File: config.mk
export PLATFORM = sky130hd
export DESIGN_NAME = sc_datamem_io_ctrl
export DESIGN_NICKNAME = d
export VERILOG_FILES = /design/src/rtl/sc_datamem_io_ctrl.sv
export SDC_FILE = /design/constraint.sdc
export NUM_CORES = 1
export LEC_CHECK = 0
export BUFFER_PORTS_ARGS = -buffer_cell sky130_fd_sc_hd__buf_4
export CAP_MARGIN = 20
export CORE_MARGIN = 2
export CORE_UTILIZATION = 55
export DETAILED_ROUTE_END_ITERATION = 12
export GPL_ROUTABILITY_DRIVEN = 0
export PLACE_DENSITY = 0.74
export SLEW_MARGIN = 5
export SYNTH_ARGS = -nofsm -noshare
export SYNTH_HDL_FRONTEND = slang
export SYNTH_SLANG_ARGS = --single-unit
File: constraint.sdc
create_clock -name clock -period 1.86 [get_ports clock]
set_input_delay 0.186 -clock clock [delete_from_list [all_inputs] [get_ports clock]]
set_output_delay 0.186 -clock clock [all_outputs]
set_load 0.005 [all_outputs]
File: src/rtl/sc_datamem_io_ctrl.sv
// Data memory plus memory-mapped I/O for the single-cycle CPU: byte-enabled writes, registered
// reads with a valid strobe, synchronised inputs with sticky change flags and a maskable irq.
module sc_datamem_io_ctrl #(
  parameter int unsigned IO_SEL_BIT = 7,
  parameter int unsigned DMEM_AW    = 5,
  parameter int unsigned N_OUT      = 3,
  parameter int unsigned N_IN       = 2,
  parameter int unsigned IN_W       = 5
) (
  input  logic                    clock,
  input  logic                    clrn,
  input  logic [31:0]             addr,
  input  logic [31:0]             datain,
  input  logic                    we,
  input  logic                    re,
  input  logic [3:0]              be,
  output logic [31:0]             dataout,
  output logic                    rvalid,
  output logic [32*N_OUT-1:0]     out_port,
  input  logic [IN_W*N_IN-1:0]    in_port,
  output logic                    irq
);

  localparam int unsigned Depth     = 1 << DMEM_AW;
  localparam int unsigned OffInBase = 16;
  localparam logic [4:0]  OffMask   = 5'd30;
  localparam logic [4:0]  OffStatus = 5'd31;

  // Address decode
  logic               io_sel;
  logic [4:0]         io_off;
  logic [DMEM_AW-1:0] mem_idx;
  logic [31:0]        bmask;
  logic               mem_wr;
  logic               io_wr;
  logic               io_rd;
  logic               unused_addr;

  assign io_sel      = addr[IO_SEL_BIT];
  assign io_off      = addr[6:2];
  assign mem_idx     = addr[DMEM_AW+1:2];
  assign mem_wr      = we & ~io_sel;
  assign io_wr       = we & io_sel;
  assign io_rd       = re & io_sel;
  assign unused_addr = ^addr;

  always_comb begin
    bmask = '0;
    for (int i = 0; i < 4; i++) begin
      bmask[8*i +: 8] = {8{be[i]}};
    end
  end

  // Data memory; contents deliberately not reset
  logic [31:0] mem [Depth];

  always_ff @(posedge clock) begin
    if (mem_wr) begin
      mem[mem_idx] <= (mem[mem_idx] & ~bmask) | (datain & bmask);
    end
  end

  // Output port registers
  logic [31:0] out_q [N_OUT];

  always_ff @(posedge clock or negedge clrn) begin
    if (!clrn) begin
      for (int k = 0; k < N_OUT; k++) begin
        out_q[k] <= '0;
      end
    end else if (io_wr) begin
      for (int k = 0; k < N_OUT; k++) begin
        if (io_off == 5'(k)) begin
          out_q[k] <= (out_q[k] & ~bmask) | (datain & bmask);
        end
      end
    end
  end

  for (genvar g = 0; g < N_OUT; g++) begin : g_out
    assign out_port[32*g +: 32] = out_q[g];
  end

  // Input synchronisers and previous-sample register
  logic [IN_W*N_IN-1:0] sync1_q;
  logic [IN_W*N_IN-1:0] sync2_q;
  logic [IN_W*N_IN-1:0] prev_q;

  always_ff @(posedge clock or negedge clrn) begin
    if (!clrn) begin
      sync1_q <= '0;
      sync2_q <= '0;
      prev_q  <= '0;
    end else begin
      sync1_q <= in_port;
      sync2_q <= sync1_q;
      prev_q  <= sync2_q;
    end
  end

  // Change flags, mask and interrupt
  logic [N_IN-1:0] flags_q, flags_d;
  logic [N_IN-1:0] mask_q, mask_d;
  logic [N_IN-1:0] flag_set;
  logic [N_IN-1:0] flag_clr;
  logic            irq_d;

  always_comb begin
    flag_set = '0;
    for (int k = 0; k < N_IN; k++) begin
      flag_set[k] = sync2_q[IN_W*k +: IN_W] != prev_q[IN_W*k +: IN_W];
    end
  end

  // Set wins over a same-edge read-to-clear so no event is lost
  assign flag_clr = {N_IN{io_rd && (io_off == OffStatus)}};
  assign flags_d  = (flags_q & ~flag_clr) | flag_set;
  assign mask_d   = (io_wr && (io_off == OffMask) && be[0]) ? datain[N_IN-1:0] : mask_q;
  assign irq_d    = |(flags_d & mask_d);

  always_ff @(posedge clock or negedge clrn) begin
    if (!clrn) begin
      flags_q <= '0;
      mask_q  <= '0;
      irq     <= 1'b0;
    end else begin
      flags_q <= flags_d;
      mask_q  <= mask_d;
      irq     <= irq_d;
    end
  end

  // Read mux
  logic [31:0] rdata;

  always_comb begin
    rdata = '0;
    if (!io_sel) begin
      rdata = mem[mem_idx];
    end else begin
      for (int k = 0; k < N_OUT; k++) begin
        if (io_off == 5'(k)) begin
          rdata = out_q[k];
        end
      end
      for (int k = 0; k < N_IN; k++) begin
        if (io_off == 5'(OffInBase + k)) begin
          rdata[IN_W-1:0] = sync2_q[IN_W*k +: IN_W];
        end
      end
      if (io_off == OffMask) begin
        rdata[N_IN-1:0] = mask_q;
      end
      if (io_off == OffStatus) begin
        rdata[N_IN-1:0] = flags_q;
      end
    end
  end

  // Registered read response; nonblocking capture yields pre-write data on a same-word write
  always_ff @(posedge clock or negedge clrn) begin
    if (!clrn) begin
      dataout <= '0;
      rvalid  <= 1'b0;
    end else begin
      rvalid <= re;
      if (re) begin
        dataout <= rdata;
      end
    end
  end

endmodule

# Word-level counts from Yosys, hierarchy flattened
# Memories as Yosys holds them, arrays and structs flattened.
# Index checks and enable logic that the tools add are counted.
# op_classes
n_shift,0
bitwise,18
n_reduce_logical,8
mul,0
mux,11
eq_ne,8
div,0
order_cmp,0
n_addsub,0
# ops
cell,count
32-bit bitwise AND,5
32-bit 2-to-1 mux,4
32-bit OR,4
32-bit NOT,1
"5-bit equality test, second input constant",4
5-bit 2-to-1 mux,2
5-bit != test,2
2-bit 2-to-1 mux,3
2-bit AND reduction,3
"5-bit by 1-bit equality test with 1-bit output, second input constant",1
"5-bit by 2-bit equality test with 1-bit output, second input constant",1
5-bit logical NOT,1
2-bit bitwise AND,2
1-bit bitwise AND,3
1-bit logical AND,3
1-bit 2-to-1 mux,2
2-bit NOT,1
2-bit OR,1
2-bit OR reduction,1
1-bit NOT,1
# word_totals
memories,1
latch_bits,0
in_bits,82
output_inout_bits,130
ram_bits,1024
wordCells,57
romBits,0
regBits,164
# memory_table
name,depth,width,rd,rd_clocked_by_memory_dff,write_ports,line_no,source
mem,32,32,1,0,1,55,logic [31:0] mem [Depth];

# Logic depth before layout (Yosys ltp)
# Gate-level depths: netlist (run 1).
# depth
ltp_word,9
depth_mapped,9
mapped_depth_nobuf,5

# Least setup slack after synthesis (run 1)
# No wires, ideal clock.
# synth_path
kind,input to register
startpoint,input port addr[5]
endpoint,memory mem[10][0] (enable)
required_time_ns,1.439
stages,5
slack_ns,-1.190
n_path_buf,3
t_arrival_ns,2.629
setup_ns,0.421
cell_sequence,buf_2 -> buf_2 -> clkbuf_1 -> or3b_2 -> nor2_1
# synth_rtl
element,line_no,source
from (decl),12,"input logic [31:0] addr,"
to (decl),55,
# Straight into the memory's write port.

# Worst setup path after layout (run 1)
# layout_path
startpoint,memory mem[11][5]
endpoint,"memory mem[15][5], data pin"
# layout_between
elab_chain_cells,3
# layout_rtl
element,line_no,source
memory read 32 x 32 bit,--,
32-bit bitwise AND,59,mem[mem_idx] <= (mem[mem_idx] & ~bmask) | (datain & bmask);
32-bit OR,59,
# Every way passes these cells.

==> results of run 1 <==
registers in the layout, summed over array words and instances, names as in the netlist, named ones only:
signal	flops
mem	1024
dataout	32
prev_q	10
sync1_q	10
sync2_q	10
flags_q	2
mask_q	2
irq	1
rvalid	1
final timing paths:
path	to	start	cells past startpoint	slack, ps
setup / recovery	mem[15][5]$_DFFE_PP_	mem[11][5]$_DFFE_PP_	5	-180
hold / removal	dataout[0]$_DFFE_PN0P_	addr[7]	3	60
setup reg to reg	mem[15][5]$_DFFE_PP_	mem[11][5]$_DFFE_PP_	5	-180
hold reg to reg	sync2_q[3]$_DFF_PN0_	sync1_q[3]$_DFF_PN0_	0	350
max in group asynchronous	async pin	clrn	4	690
min in group asynchronous	sync1_q[7]$_DFF_PN0_	clrn	3	530
kinds of logic (layout without fill, tap and decap cells):
logic type | Yosys count | count (layout) | synth area share
simple gates | 270 | 270 | 0.0325
other cells | 0 | 1 | 0
buf+inv | 157 | 817 | 0.0160
compound gates | 337 | 337 | 0.0479
flops | 1188 | 1188 | 0.753
xor+xnor | 10 | 10 | 0.00189
mux | 674 | 740 | 0.149
per-stage QoR:
stage / hold WS (ps) / utilization / setup WS [ps]
2_1_floorplan: -110 / - / -91.4
3_3_place_gp: 157 / 0.638 / -779
3_5_place_dp: 162 / 0.638 / -797
4_1_cts: 33.6 / 0.695 / -68.1
5_1_grt: 89.2 / 0.704 / -177
6_report: 57.1 / 0.704 / -178
worst max-delay path, stage by stage (launching register included):
cell and delay (ps):
edfxtp_1 410, mux2i_2 220, o22ai_1 210, nor4_4 340, nand2_4 170, mux2_4 400
routing by layer:
metal	track usage	share of wire	up-vias	routed length, um
met4	0.145	0.050	10	7390
met1	0.448	0.35	15000	51200
met3	0.0811	0.15	519	21600
met5	0	0.00059	-	88
li1	-	-	12000	-
met2	0.518	0.46	2470	67900
area by class of cell:
class / instances / area [um2]
multi-input combinational: 1357 / 12600
clock inverter: 78 / 746
inverter: 3 / 11.3
tap: 1080 / 1350
sequential: 1188 / 34900
clock buffer: 126 / 2880
timing repair buffer: 610 / 6430
fill: 4902 / 24700
antenna: 1 / 2.50
power groups by stage:
| stage | registers [mW] | logic, mW | clock network [mW] |
|---|---|---|---|
| CTS | 30.2 | 4.76 | 22.7 |
| global route | 30.2 | 5.45 | 23.7 |
| floorplan | 30.7 | 2.19 | 0 |
| detailed placement | 30.7 | 4.32 | 0 |
| global placement | 30.7 | 4.17 | 0 |
| finish | 30.2 | 5.24 | 22.6 |
timing repair:
action | CTS | global route
gates cloned | 38 | 28
hold buffers | 46 | 0
hold endpoints to repair | 413 | 0
buffers inserted | 2 | 1
resized for setup | 63 | 94
pin swaps | 23 | 43
setup endpoints to repair | 662 | 1021
cell usage in the layout (no fill, tap or decap), types with 4 or more instances in the layout:
cell type         n
a221o_1          28
and2_1           29
buf_12          132
buf_4           417
buf_6            13
bufinv_16        11
clkbuf_1         13
clkbuf_16       113
clkinv_1         28
clkinv_2         24
dfrtp_1         164
dlygate4sd3_1    45
edfxtp_1       1024
mux2_1           11
mux2_2           96
mux2_4           88
mux2i_1         534
mux2i_2          10
nand2_1          54
nand2_2          10
nand2_4           8
nand3_1           7
nand4b_1          5
nand4bb_2         6
nor2_1            8
nor2_2            5
nor2_4           34
nor3_1            4
nor3_4            4
nor4_1           25
nor4_2           34
o21ai_0          29
o22ai_1         253
o22ai_2           6
or4b_2            4
xnor2_1           4
xor2_1            6
==> flow_summary.toml, run 1 <==
[worst_setup_path]
required_ps = 2280
crit_path_start_kind = "flop"
critPathMaxFanout = 8
critPathArrivalTime_ps = 2450
crit_path_end_kind = "flop"
crit_type = "reg2reg"

[clock_tree]
clock_path_buffers = 3
cts_tree = "built"
cts_sinks = 1188
cts_made_buffers = 112
clk_pin_slew_ps = 60
root_buffer = "clkbuf_16"
h-tree-depth = 3
insertion_delay_ps = 710

[synthesis]
seq_area_frac_synth = 0.753
synth_ff_type = "edfxtp_1"
yosysTopAreaCell = "edfxtp_1"
syn_avg_cell_area_um2 = 17.6
synth_fp_nets = 2718
syn-cell-area_mm2 = 0.0463
synth_seq_cells = 1188
syn_inst = 2636
synth_edf_count = 1024
yosys_warnings = 0
ys_async_sr_fraction = 0.138
synth_cell_types = 49
yosys-top-cells-count = "1024 x edfxtp_1, 545 x mux2i_1, 259 x o22ai_1"
synth_top_area_frac = 0.664
yosys-top-cells-area = "edfxtp_1 66%, mux2i_1 12%, dfrtp_1 8.9%"
yosysMostFrequentCell = "edfxtp_1"

[pwr]
swShare = 0.228
vdd_drop_max_uv = 957
cellPowerDensity_mw_per_mm2 = 986
intPower_mw = 44.8
pwr-share-clk = 0.390
power.leakage_nw = 22.4
p_comb_frac = 0.090
netSwitchingPower_mw = 13.2
total_power_mw = 58.0
seq_power_share = 0.520

[routing]
drt-vias-per-instance = 6.74
drc = 0
drt-initial-drc-count = 4080
vias = 29900
routed_wl_mm = 148
wl_per_cell_um = 33.4
antenna_left = 0
drtPass1Iterations = 6

[cells_and_area]
layout.cells.non_filler = 4443
fin_area_mm2 = 0.0589
drive_gt1_frac = 0.313
fin_nets = 3354
areaGrowthSynthToFinish_pct = 27.1

[global_route]
grt_overflow = 0
grt_usage = 0.332
grt_antenna_before_repair = 8
grt_start_max_net_pins = 46
first_global_vias = 29200
grt_pass1_wl_mm = 204

[placed_design]
placed_area_mm2 = 0.0533
placed_cells = 4125
hpwl_mm = 86.9
port_buffers = 185

[min_path]
hp-class = "in2reg"

[sta]
fin_crit_ps = 2040
layout_setup_ws_ps = -178
tightest_slew_ps = 807
finalHoldViolCount = 0
rsz0062_at_grt = "yes"
relSlewSlack = 0.462
min_period_over_period = 1.10
slew_viol_final = 0
fmax_ghz = 0.491
tns_ps = -31230
finalSetupViolations = 488
skew_ps = 27.7

[status]
status = "complete, but fails checks"
violations = "negative setup slack"

[floorplanning]
chipWidth_um = 294
io_pins = 212
rows = 106
core_mm2 = 0.0836
start_util = 0.554
fp.dieArea_mm2 = 0.0865
die_h_um = 294

[run]
maxCapViolations = 0
Note: power is estimated with default switching activity, not from simulation.
==> run 2: changes to the inputs <==
--- a/config.mk
+++ b/config.mk
@@ -11,7 +11,7 @@
 export CORE_UTILIZATION = 55
 export DETAILED_ROUTE_END_ITERATION = 12
 export GPL_ROUTABILITY_DRIVEN = 0
-export PLACE_DENSITY = 0.74
+export PLACE_DENSITY = 0.75
 export SLEW_MARGIN = 5
 export SYNTH_ARGS = -nofsm -noshare
 export SYNTH_HDL_FRONTEND = slang
==> run 2 against run 1 <==
The flow still finishes with violations (negative setup slack). Combinational power increased by 3%. Utilization is essentially flat. Clock skew is 1.8 ps higher. Fmax decreased by 6.8%. Setup slack got worse by 150 ps. Die area did not move. Non-clock buffer count fell by 32. Critical path type unchanged. Largest power group unchanged.
==> flow_summary.toml, run 2 (same netlist as run 1, synthesis figures left out) <==
[clock_tree]
clock_path_buffers = 3
insertion_delay_ps = 690
clk_pin_slew_ps = 60
cts_sinks = 1188
h-tree-depth = 3
cts_made_buffers = 111
root_buffer = "clkbuf_16"
cts_tree = "built"

[cells_and_area]
mostFrequentLayoutCell = "edfxtp_1"
areaGrowthSynthToFinish_pct = 27.2
max_flop_register = "mem"
largest_reg_flops = 1024
mostFrequentLayoutCells = "1024 x edfxtp_1, 530 x mux2i_1, 397 x buf_4"
fin_nets = 3333
drive_gt1_frac = 0.316
fin_area_mm2 = 0.0589
largest_registers = "mem (1024), dataout (32)"

[placed_design]
hpwl_mm = 86.3
port_buffers = 185
placed_area_mm2 = 0.0529
place_ws_ps = -902

[routing]
wl_per_cell_um = 34.2
antenna_left = 0
drtPass1Iterations = 5
drt-initial-drc-count = 3927
drt-vias-per-instance = 6.88
vias = 30400
drc = 0
routed_wl_mm = 151

[worst_setup_path]
required_ps = 2250
rrSetupSlack_ps = -330
crit_path_start_kind = "flop"
crit_type = "reg2reg"
critPathArrivalTime_ps = 2580
crit_path_end_kind = "flop"
critPathMaxFanout = 8
worst-r2r-cell-count = 6
worstReg2RegEnd = "mem[10][9]$_DFFE_PP_"
reg2reg_from = "mem[30][9]$_DFFE_PP_"
startpoint = "mem[30][9]$_DFFE_PP_"

[floorplanning]
die_h_um = 294
rows = 106
core_mm2 = 0.0836
start_util = 0.554
io_pins = 212
fp.dieArea_mm2 = 0.0865
chipWidth_um = 294

[status]
violations = "negative setup slack"
status = "complete, but fails checks"

[sta]
tightest_slew_ps = 715
layout_setup_ws_ps = -328
finalHoldViolCount = 0
skew_ps = 29.5
relSlewSlack = 0.523
finalSetupViolations = 608
slew_viol_final = 0
fin_crit_ps = 2190
fmax_ghz = 0.457
min_period_over_period = 1.18
rsz0062_at_grt = "yes"

[pwr]
power.leakage_nw = 22.4
cellPowerDensity_mw_per_mm2 = 989
netSwitchingPower_mw = 13.1
swShare = 0.225
intPower_mw = 45.1
p_comb_frac = 0.092
seq_power_share = 0.518
pwr-share-clk = 0.390
total_power_mw = 58.3
vdd_drop_max_uv = 729

[global_route]
grt_start_max_net_pins = 53
grt_usage = 0.332
first_global_vias = 29000
grt_antenna_before_repair = 8
grt_overflow = 0
grt_pass1_wl_mm = 204
grt_use_met1 = 0.436
met2_usage = 0.527
use_met3 = 0.0761
busiest_layer = "met2"

[run]
maxCapViolations = 0

[min_path]
hp-class = "in2async"
==> run 2: cell count changes in the layout (fill, tap and decap cells not counted), sizes merged <==
cell / delta
buf: -32
bufinv: -3
clkbuf: +31
clkinv: -23
clkinvlp: -4
diode: +1
dlygate4sd3: -1
inv: -2
mux2: +12
==> run 2: critical path: stages, from the launching register on <==
cell	delay (ps)
edfxtp_1	390
mux2i_2	250
o22ai_2	150
nor4_4	420
buf_4	230
nand2_8	80
mux2_4	380
==> run 2: power groups by stage <==
| stage | sequential (mW) | combinational, mW | clock [mW] |
|---|---|---|---|
| after floorplan | 30.7 | 2.19 | 0 |
| after global placement | 30.7 | 4.13 | 0 |
| after detailed placement | 30.7 | 4.27 | 0 |
| after CTS | 30.2 | 4.76 | 22.7 |
| after global routing | 30.2 | 5.56 | 23.7 |
| final | 30.2 | 5.39 | 22.7 |
==> run 2: cell type report <==
| class | instances | area, um2 |
|---|---|---|
| clock inverters | 46 | 492 |
| inverters | 3 | 11.3 |
| clock buffers | 156 | 3160 |
| fillers | 4812 | 24700 |
| well taps | 1080 | 1350 |
| multi-input cells | 1369 | 12900 |
| repair buffers | 578 | 6100 |
| flip-flops and latches | 1188 | 34900 |
| diodes | 2 | 5.00 |
==> run 2: worst max path at each step <==
| stage | end | slack [ps] | cells after the start |
|---|---|---|---|
| after floorplan | mem[11][0]$_DFFE_PP_ | -90 | 5 |
| after detailed placement | mem[15][9]$_DFFE_PP_ | -900 | 8 |
| after global routing | mem[10][9]$_DFFE_PP_ | -300 | 6 |
| final | mem[10][9]$_DFFE_PP_ | -330 | 6 |
| after CTS | mem[10][9]$_DFFE_PP_ | -200 | 6 |
| after global placement | mem[6][7]$_DFFE_PP_ | -820 | 8 |
==> run 2: routing by layer <==
layer / up-vias / routed length [um]
li1: 11900 / -
met1: 15100 / 51000
met2: 2737 / 68900
met3: 630 / 21200
met4: 10 / 9850
met5: - / 138
==> run 2: stage by stage <==
stage | util | hold WS, ps | std cells | TNS [ps]
after detailed placement | 0.634 | 162 | 4088 | -930670
after global routing | 0.705 | 55.1 | 4421 | -74910
after CTS | 0.692 | 9.39 | 4377 | -13680
final | 0.705 | 13.9 | 4422 | -36060
after global placement | 0.634 | 151 | 4088 | -837140
after floorplan | - | -110 | 2636 | -149690
==> run 2: what timing repair did <==
item / in CTS / in global routing
pin swaps: 33 / 57
setup buffers: 5 / 5
setup endpoints to repair: 634 / 1009
gates cloned: 39 / 40
hold buffers: 44 / 0
gates resized for setup: 70 / 120
hold endpoints to repair: 437 / 0
